==> src/rtl/flash_resp_pkg.sv <==
// Shared opcodes, rescue-sequence lengths and FSM encoding for the flash
// command responder.
package flash_resp_pkg;

    typedef enum logic [1:0] {
        ST_IDLE    = 2'd0,
        ST_CMD     = 2'd1,
        ST_FSR_OUT = 2'd2,
        ST_IGNORE  = 2'd3
    } resp_state_e;

    localparam logic [7:0] OPC_READ_FSR   = 8'h70;

    localparam logic [4:0] RESCUE_P1_LEN_A = 5'd7;
    localparam logic [4:0] RESCUE_P1_LEN_B = 5'd13;
    localparam logic [4:0] RESCUE_P1_LEN_C = 5'd25;
    localparam logic [4:0] RESCUE_P2_LEN   = 5'd8;

    localparam logic [4:0] BIT_CNT_MAX     = 5'd31;

    // Part-1 frames may be any of the three accepted lengths.
    function automatic logic is_part1_len(input logic [4:0] n);
        return (n == RESCUE_P1_LEN_A) || (n == RESCUE_P1_LEN_B) ||
               (n == RESCUE_P1_LEN_C);
    endfunction

endpackage

==> src/rtl/spi_edge_sync.sv <==
// Two-flop synchronizer for one SPI pin plus a third flop for edge detection
// in the system clock domain.
module spi_edge_sync #(
    parameter logic RESET_VAL = 1'b0
) (
    input  logic clk,
    input  logic rst,
    input  logic din,
    output logic level,
    output logic rise,
    output logic fall
);

    logic meta_r;
    logic sync_r;
    logic prev_r;

    // Synchronizer chain and previous-level history.
    always_ff @(posedge clk or posedge rst) begin
        if (rst) begin
            meta_r <= RESET_VAL;
            sync_r <= RESET_VAL;
            prev_r <= RESET_VAL;
        end else begin
            meta_r <= din;
            sync_r <= meta_r;
            prev_r <= sync_r;
        end
    end

    assign level = sync_r;
    assign rise  = sync_r & ~prev_r;
    assign fall  = ~sync_r & prev_r;

endmodule

==> src/rtl/flash_cmd_responder.sv <==
// SPI flash command responder: answers Read Flag Status (0x70) and detects the
// all-ones power-loss rescue sequence, which holds the device busy for a while.
module flash_cmd_responder
    import flash_resp_pkg::*;
#(
    parameter int         RESCUE_CYCLES = 2000,
    parameter logic [7:0] FSR_RESET     = 8'h80
) (
    input  logic clk_i,
    input  logic rst_i,
    input  logic spi_sck_i,
    input  logic spi_cs_ni,
    input  logic spi_dq0_i,
    output logic spi_dq1_o,
    output logic spi_dq1_oe_o,
    output logic rescue_done_o,
    output logic busy_o
);

    localparam int CNT_W = (RESCUE_CYCLES > 1) ? $clog2(RESCUE_CYCLES) : 1;
    localparam logic [CNT_W-1:0] BUSY_LOAD = CNT_W'(RESCUE_CYCLES - 1);

    logic sck_level_s, sck_rise_s, sck_fall_s;
    logic cs_level_s, cs_rise_s, cs_fall_s;
    logic dq0_s, dq0_rise_s, dq0_fall_s;
    logic unused_s;

    resp_state_e state_r, next_state_s;

    logic [1:0]       warm_r;
    logic             cs_ok_r;
    logic             cs_fall_ok_s;
    logic [7:0]       shift_r;
    logic [7:0]       opcode_s;
    logic [4:0]       bit_cnt_r;
    logic             all_ones_r;
    logic [2:0]       out_idx_r;
    logic             dq1_r;
    logic             dq1_oe_r;
    logic             rescue_armed_r;
    logic             busy_r;
    logic [CNT_W-1:0] busy_cnt_r;
    logic             rescue_done_r;
    logic             fsr_ready_r;
    logic [7:0]       fsr_s;

    logic frame_start_s;
    logic shift_en_s;
    logic frame_end_s;
    logic fsr_shift_s;
    logic dq1_oe_next_s;
    logic p1_hit_s;
    logic p2_hit_s;

    spi_edge_sync #(.RESET_VAL(1'b0)) u_sck_sync (
        .clk(clk_i), .rst(rst_i), .din(spi_sck_i),
        .level(sck_level_s), .rise(sck_rise_s), .fall(sck_fall_s)
    );

    spi_edge_sync #(.RESET_VAL(1'b1)) u_cs_sync (
        .clk(clk_i), .rst(rst_i), .din(spi_cs_ni),
        .level(cs_level_s), .rise(cs_rise_s), .fall(cs_fall_s)
    );

    spi_edge_sync #(.RESET_VAL(1'b0)) u_dq0_sync (
        .clk(clk_i), .rst(rst_i), .din(spi_dq0_i),
        .level(dq0_s), .rise(dq0_rise_s), .fall(dq0_fall_s)
    );

    assign unused_s = ^{sck_level_s, dq0_rise_s, dq0_fall_s};

    assign opcode_s     = {shift_r[6:0], dq0_s};
    assign fsr_s        = {fsr_ready_r, FSR_RESET[6:0]};
    // A CS held low across reset release must not look like a new frame start.
    assign cs_fall_ok_s = cs_fall_s & cs_ok_r;

    // FSM state register.
    always_ff @(posedge clk_i or posedge rst_i) begin
        if (rst_i) begin
            state_r <= ST_IDLE;
        end else begin
            state_r <= next_state_s;
        end
    end

    // FSM next-state decode.
    always_comb begin
        next_state_s = state_r;
        case (state_r)
            ST_IDLE: begin
                if (cs_fall_ok_s) begin
                    next_state_s = busy_r ? ST_IGNORE : ST_CMD;
                end else begin
                    next_state_s = ST_IDLE;
                end
            end
            ST_CMD, ST_IGNORE: begin
                if (cs_rise_s) begin
                    next_state_s = ST_IDLE;
                end else if (sck_rise_s && (bit_cnt_r == 5'd7) &&
                             (opcode_s == OPC_READ_FSR)) begin
                    next_state_s = ST_FSR_OUT;
                end else begin
                    next_state_s = state_r;
                end
            end
            ST_FSR_OUT: begin
                if (cs_rise_s) begin
                    next_state_s = ST_IDLE;
                end else begin
                    next_state_s = ST_FSR_OUT;
                end
            end
            default: next_state_s = ST_IDLE;
        endcase
    end

    // FSM output decode: datapath strobes for the current state.
    always_comb begin
        frame_start_s = 1'b0;
        shift_en_s    = 1'b0;
        frame_end_s   = 1'b0;
        fsr_shift_s   = 1'b0;
        dq1_oe_next_s = (next_state_s == ST_FSR_OUT);
        case (state_r)
            ST_IDLE: begin
                frame_start_s = cs_fall_ok_s;
            end
            ST_CMD, ST_IGNORE: begin
                shift_en_s  = sck_rise_s & ~cs_rise_s;
                frame_end_s = cs_rise_s;
            end
            ST_FSR_OUT: begin
                fsr_shift_s = sck_fall_s & ~cs_rise_s;
            end
            default: begin
                frame_start_s = 1'b0;
            end
        endcase
    end

    assign p1_hit_s = frame_end_s & all_ones_r & is_part1_len(bit_cnt_r);
    assign p2_hit_s = frame_end_s & all_ones_r & rescue_armed_r &
                      (bit_cnt_r == RESCUE_P2_LEN);

    // Waits two clocks after reset, then requires CS seen high before accepting frames.
    always_ff @(posedge clk_i or posedge rst_i) begin
        if (rst_i) begin
            warm_r  <= 2'b00;
            cs_ok_r <= 1'b0;
        end else begin
            warm_r <= {warm_r[0], 1'b1};
            if (warm_r[1] && cs_level_s) begin
                cs_ok_r <= 1'b1;
            end
        end
    end

    // Command shift register, saturating bit counter and all-ones tracking.
    always_ff @(posedge clk_i or posedge rst_i) begin
        if (rst_i) begin
            shift_r    <= 8'h00;
            bit_cnt_r  <= 5'd0;
            all_ones_r <= 1'b0;
        end else if (frame_start_s) begin
            shift_r    <= 8'h00;
            bit_cnt_r  <= 5'd0;
            all_ones_r <= 1'b1;
        end else if (shift_en_s) begin
            shift_r    <= opcode_s;
            all_ones_r <= all_ones_r & dq0_s;
            if (bit_cnt_r != BIT_CNT_MAX) begin
                bit_cnt_r <= bit_cnt_r + 5'd1;
            end
        end
    end

    // FSR serializer: MSB first on SCK falling edges, wrapping after bit 0.
    always_ff @(posedge clk_i or posedge rst_i) begin
        if (rst_i) begin
            out_idx_r <= 3'd7;
            dq1_r     <= 1'b0;
            dq1_oe_r  <= 1'b0;
        end else begin
            dq1_oe_r <= dq1_oe_next_s;
            if (fsr_shift_s) begin
                dq1_r     <= fsr_s[out_idx_r];
                out_idx_r <= out_idx_r - 3'd1;
            end else if (state_r != ST_FSR_OUT) begin
                dq1_r     <= 1'b0;
                out_idx_r <= 3'd7;
            end
        end
    end

    // Rescue arming: only an all-ones part-1 frame leaves it set.
    always_ff @(posedge clk_i or posedge rst_i) begin
        if (rst_i) begin
            rescue_armed_r <= 1'b0;
        end else if (cs_rise_s && (state_r != ST_IDLE)) begin
            rescue_armed_r <= p1_hit_s;
        end
    end

    // Busy period countdown; a repeated rescue reloads the counter.
    always_ff @(posedge clk_i or posedge rst_i) begin
        if (rst_i) begin
            busy_r        <= 1'b0;
            busy_cnt_r    <= {CNT_W{1'b0}};
            rescue_done_r <= 1'b0;
            fsr_ready_r   <= FSR_RESET[7];
        end else begin
            rescue_done_r <= 1'b0;
            if (p2_hit_s) begin
                busy_r      <= 1'b1;
                busy_cnt_r  <= BUSY_LOAD;
                fsr_ready_r <= 1'b0;
            end else if (busy_r) begin
                if (busy_cnt_r == {CNT_W{1'b0}}) begin
                    busy_r        <= 1'b0;
                    rescue_done_r <= 1'b1;
                    fsr_ready_r   <= 1'b1;
                end else begin
                    busy_cnt_r <= busy_cnt_r - CNT_W'(1);
                end
            end
        end
    end

    assign spi_dq1_o     = dq1_r;
    assign spi_dq1_oe_o  = dq1_oe_r;
    assign rescue_done_o = rescue_done_r;
    assign busy_o        = busy_r;

endmodule

==> config.mk <==
export PLATFORM = sky130hd
export DESIGN_NAME = flash_cmd_responder
export DESIGN_NICKNAME = d
export VERILOG_FILES = /design/src/rtl/flash_resp_pkg.sv /design/src/rtl/spi_edge_sync.sv /design/src/rtl/flash_cmd_responder.sv
export SDC_FILE = /design/constraint.sdc
export NUM_CORES = 1
export LEC_CHECK = 0
export CORE_ASPECT_RATIO = 0.75
export CORE_MARGIN = 4
export CORE_UTILIZATION = 43
export DETAILED_ROUTE_END_ITERATION = 10
export GPL_ROUTABILITY_DRIVEN = 1
export SYNTH_ARGS = -nofsm -noshare
export SYNTH_HDL_FRONTEND = slang
export SYNTH_SLANG_ARGS = --single-unit
==> constraint.sdc <==
create_clock -name clk_i -period 6.23 [get_ports clk_i]
set_input_delay 0.623 -clock clk_i [delete_from_list [all_inputs] [get_ports clk_i]]
set_output_delay 0.623 -clock clk_i [all_outputs]
set_load 0.02 [all_outputs]
# Word level (Yosys, flattened, before mapping)

Cells that the tools add are included.

Add/sub/neg operators: 3
Order comparisons: 1
Eq/ne operators: 12
Muxes and demuxes: 35
Bitwise operators: 17
Reduce and logical (&&, ||, !) cells: 18

Operator list:

| operator              | number |
|---|---|
| $mux 11               | 3 |
| $mux 1                | 18 |
| $mux 5                | 3 |
| $mux 7                | 2 |
| $and 1x1->1           | 12 |
| $reduce_bool 2->1     | 6 |
| $logic_not 11->1      | 1 |
| $sub 11x1->11 const B | 1 |
| $eq 5x4->1 const B    | 2 |
| $mux 2                | 5 |
| $eq 8x7->1 const B    | 1 |
| $eq 2x2->1 const B    | 3 |
| $mux 3                | 2 |
| $pmux 2 s3            | 1 |
| $reduce_and 2->1      | 3 |
| $add 5x1->5 const B   | 1 |
| $eq 5x3->1 const B    | 1 |
| $eq 5x5->1 const B    | 1 |
| $ne 5x5->1 const B    | 1 |
| $not 1->1             | 5 |
| $logic_and 1x1->1     | 4 |
| $lt 3x4->1 const B    | 1 |
| $ne 2x2->1 const B    | 2 |
| $bmux 1 s3            | 1 |
| other kinds (5)       | 6 |

Bits in registers: 46
Input bits: 5
Output and inout bits: 4
Logic and storage cells: 108

# Longest topological paths before layout

Word-level depth: 8
Gate-level depth with buffers: 7
Mapped depth without buffers: 7

# Modules after synthesis

Synthesis repeated with hierarchy kept, for this count alone.

Cell total of the unflattened synthesis: 201
Area total of the unflattened synthesis: 2194.6 µm²

By module, submodules not included:

| module                         | instances | cells each | area an instance (µm²) | seq. area each (µm²) |
|---|---|---|---|---|
| flash_cmd_responder            | 1         | 183        | 1909.3                 | 955.9 |
| spi_edge_sync (u_dq0_sync ...) | 2         | 6          | 93.8                   | 75.1 |
| spi_edge_sync (u_cs_sync)      | 1         | 6          | 97.6                   | 78.8 |

# Worst setup path before layout

OpenSTA, ideal clock, no wires.

Kind: register to register
Start point: register bit_cnt_r[0]
End point: register bit_cnt_r[3]
Library setup time: 79 ps
Arrival time: 1871 ps
Data required time: 6151 ps
Slack: 4279 ps
Cell stages (with the launch flop): 7
Clock period less this slack: 1951 ps
Path through: dfrtp_1 ha_1 and3_1 ha_1 nor4_2 and4_1 mux2i_1

Cells in the longest elaborated chain, start to end: 4

Ends and longest elaborated chain:

| element                | line                       | RTL |
|---|---|---|
| from (decl)            | flash_cmd_responder.sv:35  | `logic [4:0] bit_cnt_r;` |
| from (signal assigned) | flash_cmd_responder.sv:173 | `bit_cnt_r <= bit_cnt_r + 5'd1;` |
| $add 5x1->5            | flash_cmd_responder.sv:173 |  |
| $mux 5                 | flash_cmd_responder.sv:172 | `if (bit_cnt_r != BIT_CNT_MAX) begin` |
| $mux 5                 | flash_cmd_responder.sv:169 | `end else if (shift_en_s) begin` |
| $mux 5                 | flash_cmd_responder.sv:165 | `end else if (frame_start_s) begin` |

Several ways; a longest one is shown, not always the timed one. The select of a mux whose other input is x is not followed.
A chain may end at the register's enable or synchronous reset.

# Worst setup path in the final report

Same ends and word-level chain as after synthesis.

==> results.json <==
{
  "outcome": "complete, no violations",
  "die_w_um": 89.1,
  "synth_edf_count": 0,
  "dp.cells": 254,
  "grt_usage_pct": 14.9,
  "synth_largest_area_cell": "dfrtp_1",
  "synth-seq-cells": 46,
  "period_share_pct": 34.3,
  "fin_crit_ns": 2.14,
  "setup.worst_path.start_class": "flip-flop",
  "ys.flop_type": "dfrtp_1",
  "tritoncts": "built",
  "finalClockSkew_ns": 0.00922,
  "drtAntennaViolNets": 0,
  "n_fill_cell": 432,
  "leakage_nw": 1.09,
  "fin_cells": 262,
  "antenna_found_initial": 0,
  "worstSkewPairLatency_ns": 0.30,
  "rsz0062_at_grt": "false",
  "synthTopCellsByCount": "dfrtp_1 (39), nand2_1 (19), nor2_1 (17)",
  "cpMostUsedCell": "ha_1",
  "synthCells": 192,
  "final_area_sq_um": 2360,
  "via_per_inst": 5.41,
  "synth.yosys.seq_area_share_pct": 54.6,
  "htree_levels": 2,
  "diodes": 0,
  "timing_worst_setup_path_type": "reg -> reg",
  "placed_area_sq_um": 2270,
  "dp_hpwl_mm": 2.90,
  "routabilityCongestion": 0.836,
  "yosysMostFrequentCell": "dfrtp_1",
  "setup_viol": 0,
  "ir_drop_mv": 0.124,
  "slew_viol_final": 0,
  "worst_slew_pin_slew_ns": 0.665,
  "vias": 1418,
  "start_util_pct": 45.9,
  "grt_pass1_vias": 1399,
  "firstDrtPassIters": 4,
  "drive_above_1_share_pct": 12.2,
  "p_per_area_nw_per_um2": 240,
  "numClockSinks": 46,
  "routedWlPerCell_um": 15.1,
  "placeableCoreArea_sq_um": 4620,
  "setup_tns_ns": 0,
  "async_reset_ff_share_pct": 100,
  "die_area_sq_um": 6140,
  "numCtsBuffers": 5,
  "crit_arrival_ns": 2.36,
  "whs_ns": 0.353,
  "synth_top_area_share_pct": 46.0,
  "max_stage_delay_ns": 0.52,
  "synth_area_sq_um": 2120,
  "cts_root_buf": "clkbuf_8",
  "postCtsHoldBufs": 0,
  "seqCellArea_sq_um": 1160,
  "area_growth_pct": 11.1,
  "grt_overflow_total": 0,
  "grt_max_degree": 47,
  "slowest_stage": "nor4_2",
  "multi_input_area_sq_um": 907,
  "worstPathRequired_ns": 6.45,
  "wirelength_mm": 3.96,
  "drv_cap": 0,
  "synth.area.top_cells": "dfrtp_1 (46%), dfstp_2 (8.7%), ha_1 (4.1%)",
  "post_cts_resized": 0,
  "drc": 0,
  "syn_nets": 204,
  "grt_pass1_wl_mm": 6.77,
  "syn_avg_cell_area_sq_um": 11.1,
  "die_y_um": 68.9,
  "endpoint_kind": "flip-flop",
  "drt_iter0_drc": 59,
  "placementRows": 21,
  "postCtsSetupRepairBufs": 0,
  "cp_cell_sequence": "ha_1, and3_1, ha_1, nor4_2, and4_1, mux2i_1",
  "synth_cell_types": 45,
  "port_buffers": 8,
  "hold_violations": 0,
  "pin_count": 9,
  "nNetsFinal": 216,
  "timing.fmax_mhz": 468,
  "cts.path.max_buffers": 2,
  "holdCritPathClass": "reg -> reg",
  "path_clk_slew_ns": 0.08,
  "cp_max_fo": 5,
  "synth_warnings": 0,
  "slew_headroom_pct": 55.5
}
power by group:
group,total [mW],internal (mW),switching (mW)
registers,0.328,0.314,0.0147
clock network,0.185,0.0896,0.0953
logic,0.0519,0.0214,0.0306
total,0.565,0.425,0.141
worst max-delay path, delay by kind of cell, from the launching register on:
family	cells	cell delay, ns
multiplexers	1	0.18
AND/OR/NAND/NOR	3	1.00
adder cells (fa/ha/maj)	2	0.46
flip-flops	1	0.44
sequential cells by signal, indices dropped and copies added, names as in the netlist, 2 cells and up:
| name | count |
|---|---|
| out_idx_r | 3 |
| busy_cnt_r | 11 |
| state_r | 2 |
| bit_cnt_r | 5 |
| warm_r | 2 |
| shift_r | 7 |
path summary, 6_finish.rpt:
path / from / to / slack [ns] / depth (start not counted)
max reg2reg: bit_cnt_r[0] / bit_cnt_r[3] / 4.09 / 6
max: bit_cnt_r[0] / bit_cnt_r[3] / 4.09 / 6
min reg2reg: u_sck_sync.meta_r / u_sck_sync.level / 0.35 / 0
min: u_sck_sync.meta_r / u_sck_sync.level / 0.35 / 0
min in group asynchronous: rst_i / u_dq0_sync.meta_r / 0.77 / 3
max in group asynchronous: rst_i / out_idx_r[2] / 5.06 / 3
area by class of cell:
cell class | instances | share of cell area, %
sequential | 46 | 49.2
multi-input combinational | 131 | 38.5
timing repair buffer | 9 | 3.71
clock buffer | 7 | 3.66
tap | 57 | 3.02
inverter | 11 | 1.75
clock inverter | 1 | 0.212
metal layers:
| metal | GRT usage [%] | share of wire, % | vias to the layer above | routed length, um |
|---|---|---|---|---|
| li1 | - | - | 701 | - |
| met1 | 21.6 | 52 | 680 | 2060 |
| met2 | 20.8 | 42 | 30 | 1660 |
| met3 | 3.92 | 4.1 | 7 | 164 |
| met4 | 6.69 | 1.9 | 0 | 74 |
| met5 | 0 | 0 | - | 0 |
placed cells by master (no fill, tap or decap), types with 3 or more instances in the layout:
cell type / n
a21oi_1: 6
a311oi_1: 3
clkbuf_8: 6
clkdlybuf4s50_1: 8
dfrtp_1: 39
dfstp_2: 7
ha_1: 7
inv_1: 10
mux2i_1: 8
nand2_1: 19
nand2b_1: 3
nand3_1: 4
nand4b_1: 3
nor2_1: 17
nor3_1: 3
nor4_2: 3
o21ai_0: 7
or3_1: 3
or4_1: 3
xnor2_1: 8
through the flow:
stage	setup WS [ns]	util (%)	power (mW)
after floorplan	4.28	-	0.369
after global placement	4.17	49.0	0.384
after detailed placement	4.09	49.0	0.387
after CTS	4.07	51.0	0.574
after global routing	3.90	51.0	0.595
final	4.09	51.0	0.565
kinds of logic (layout without fill, tap and decap cells):
logic type | Yosys count | in the layout | share of synthesized area, %
buf+inv | 15 | 28 | 2.65
flops | 46 | 46 | 54.6
mux | 9 | 9 | 4.30
compound gates | 26 | 26 | 8.60
xor+xnor | 9 | 9 | 3.71
simple gates | 79 | 79 | 21.8
other cells | 1 | 1 | 0.177
fa+ha+maj | 7 | 7 | 4.12
(Power assumes the default switching activity.)
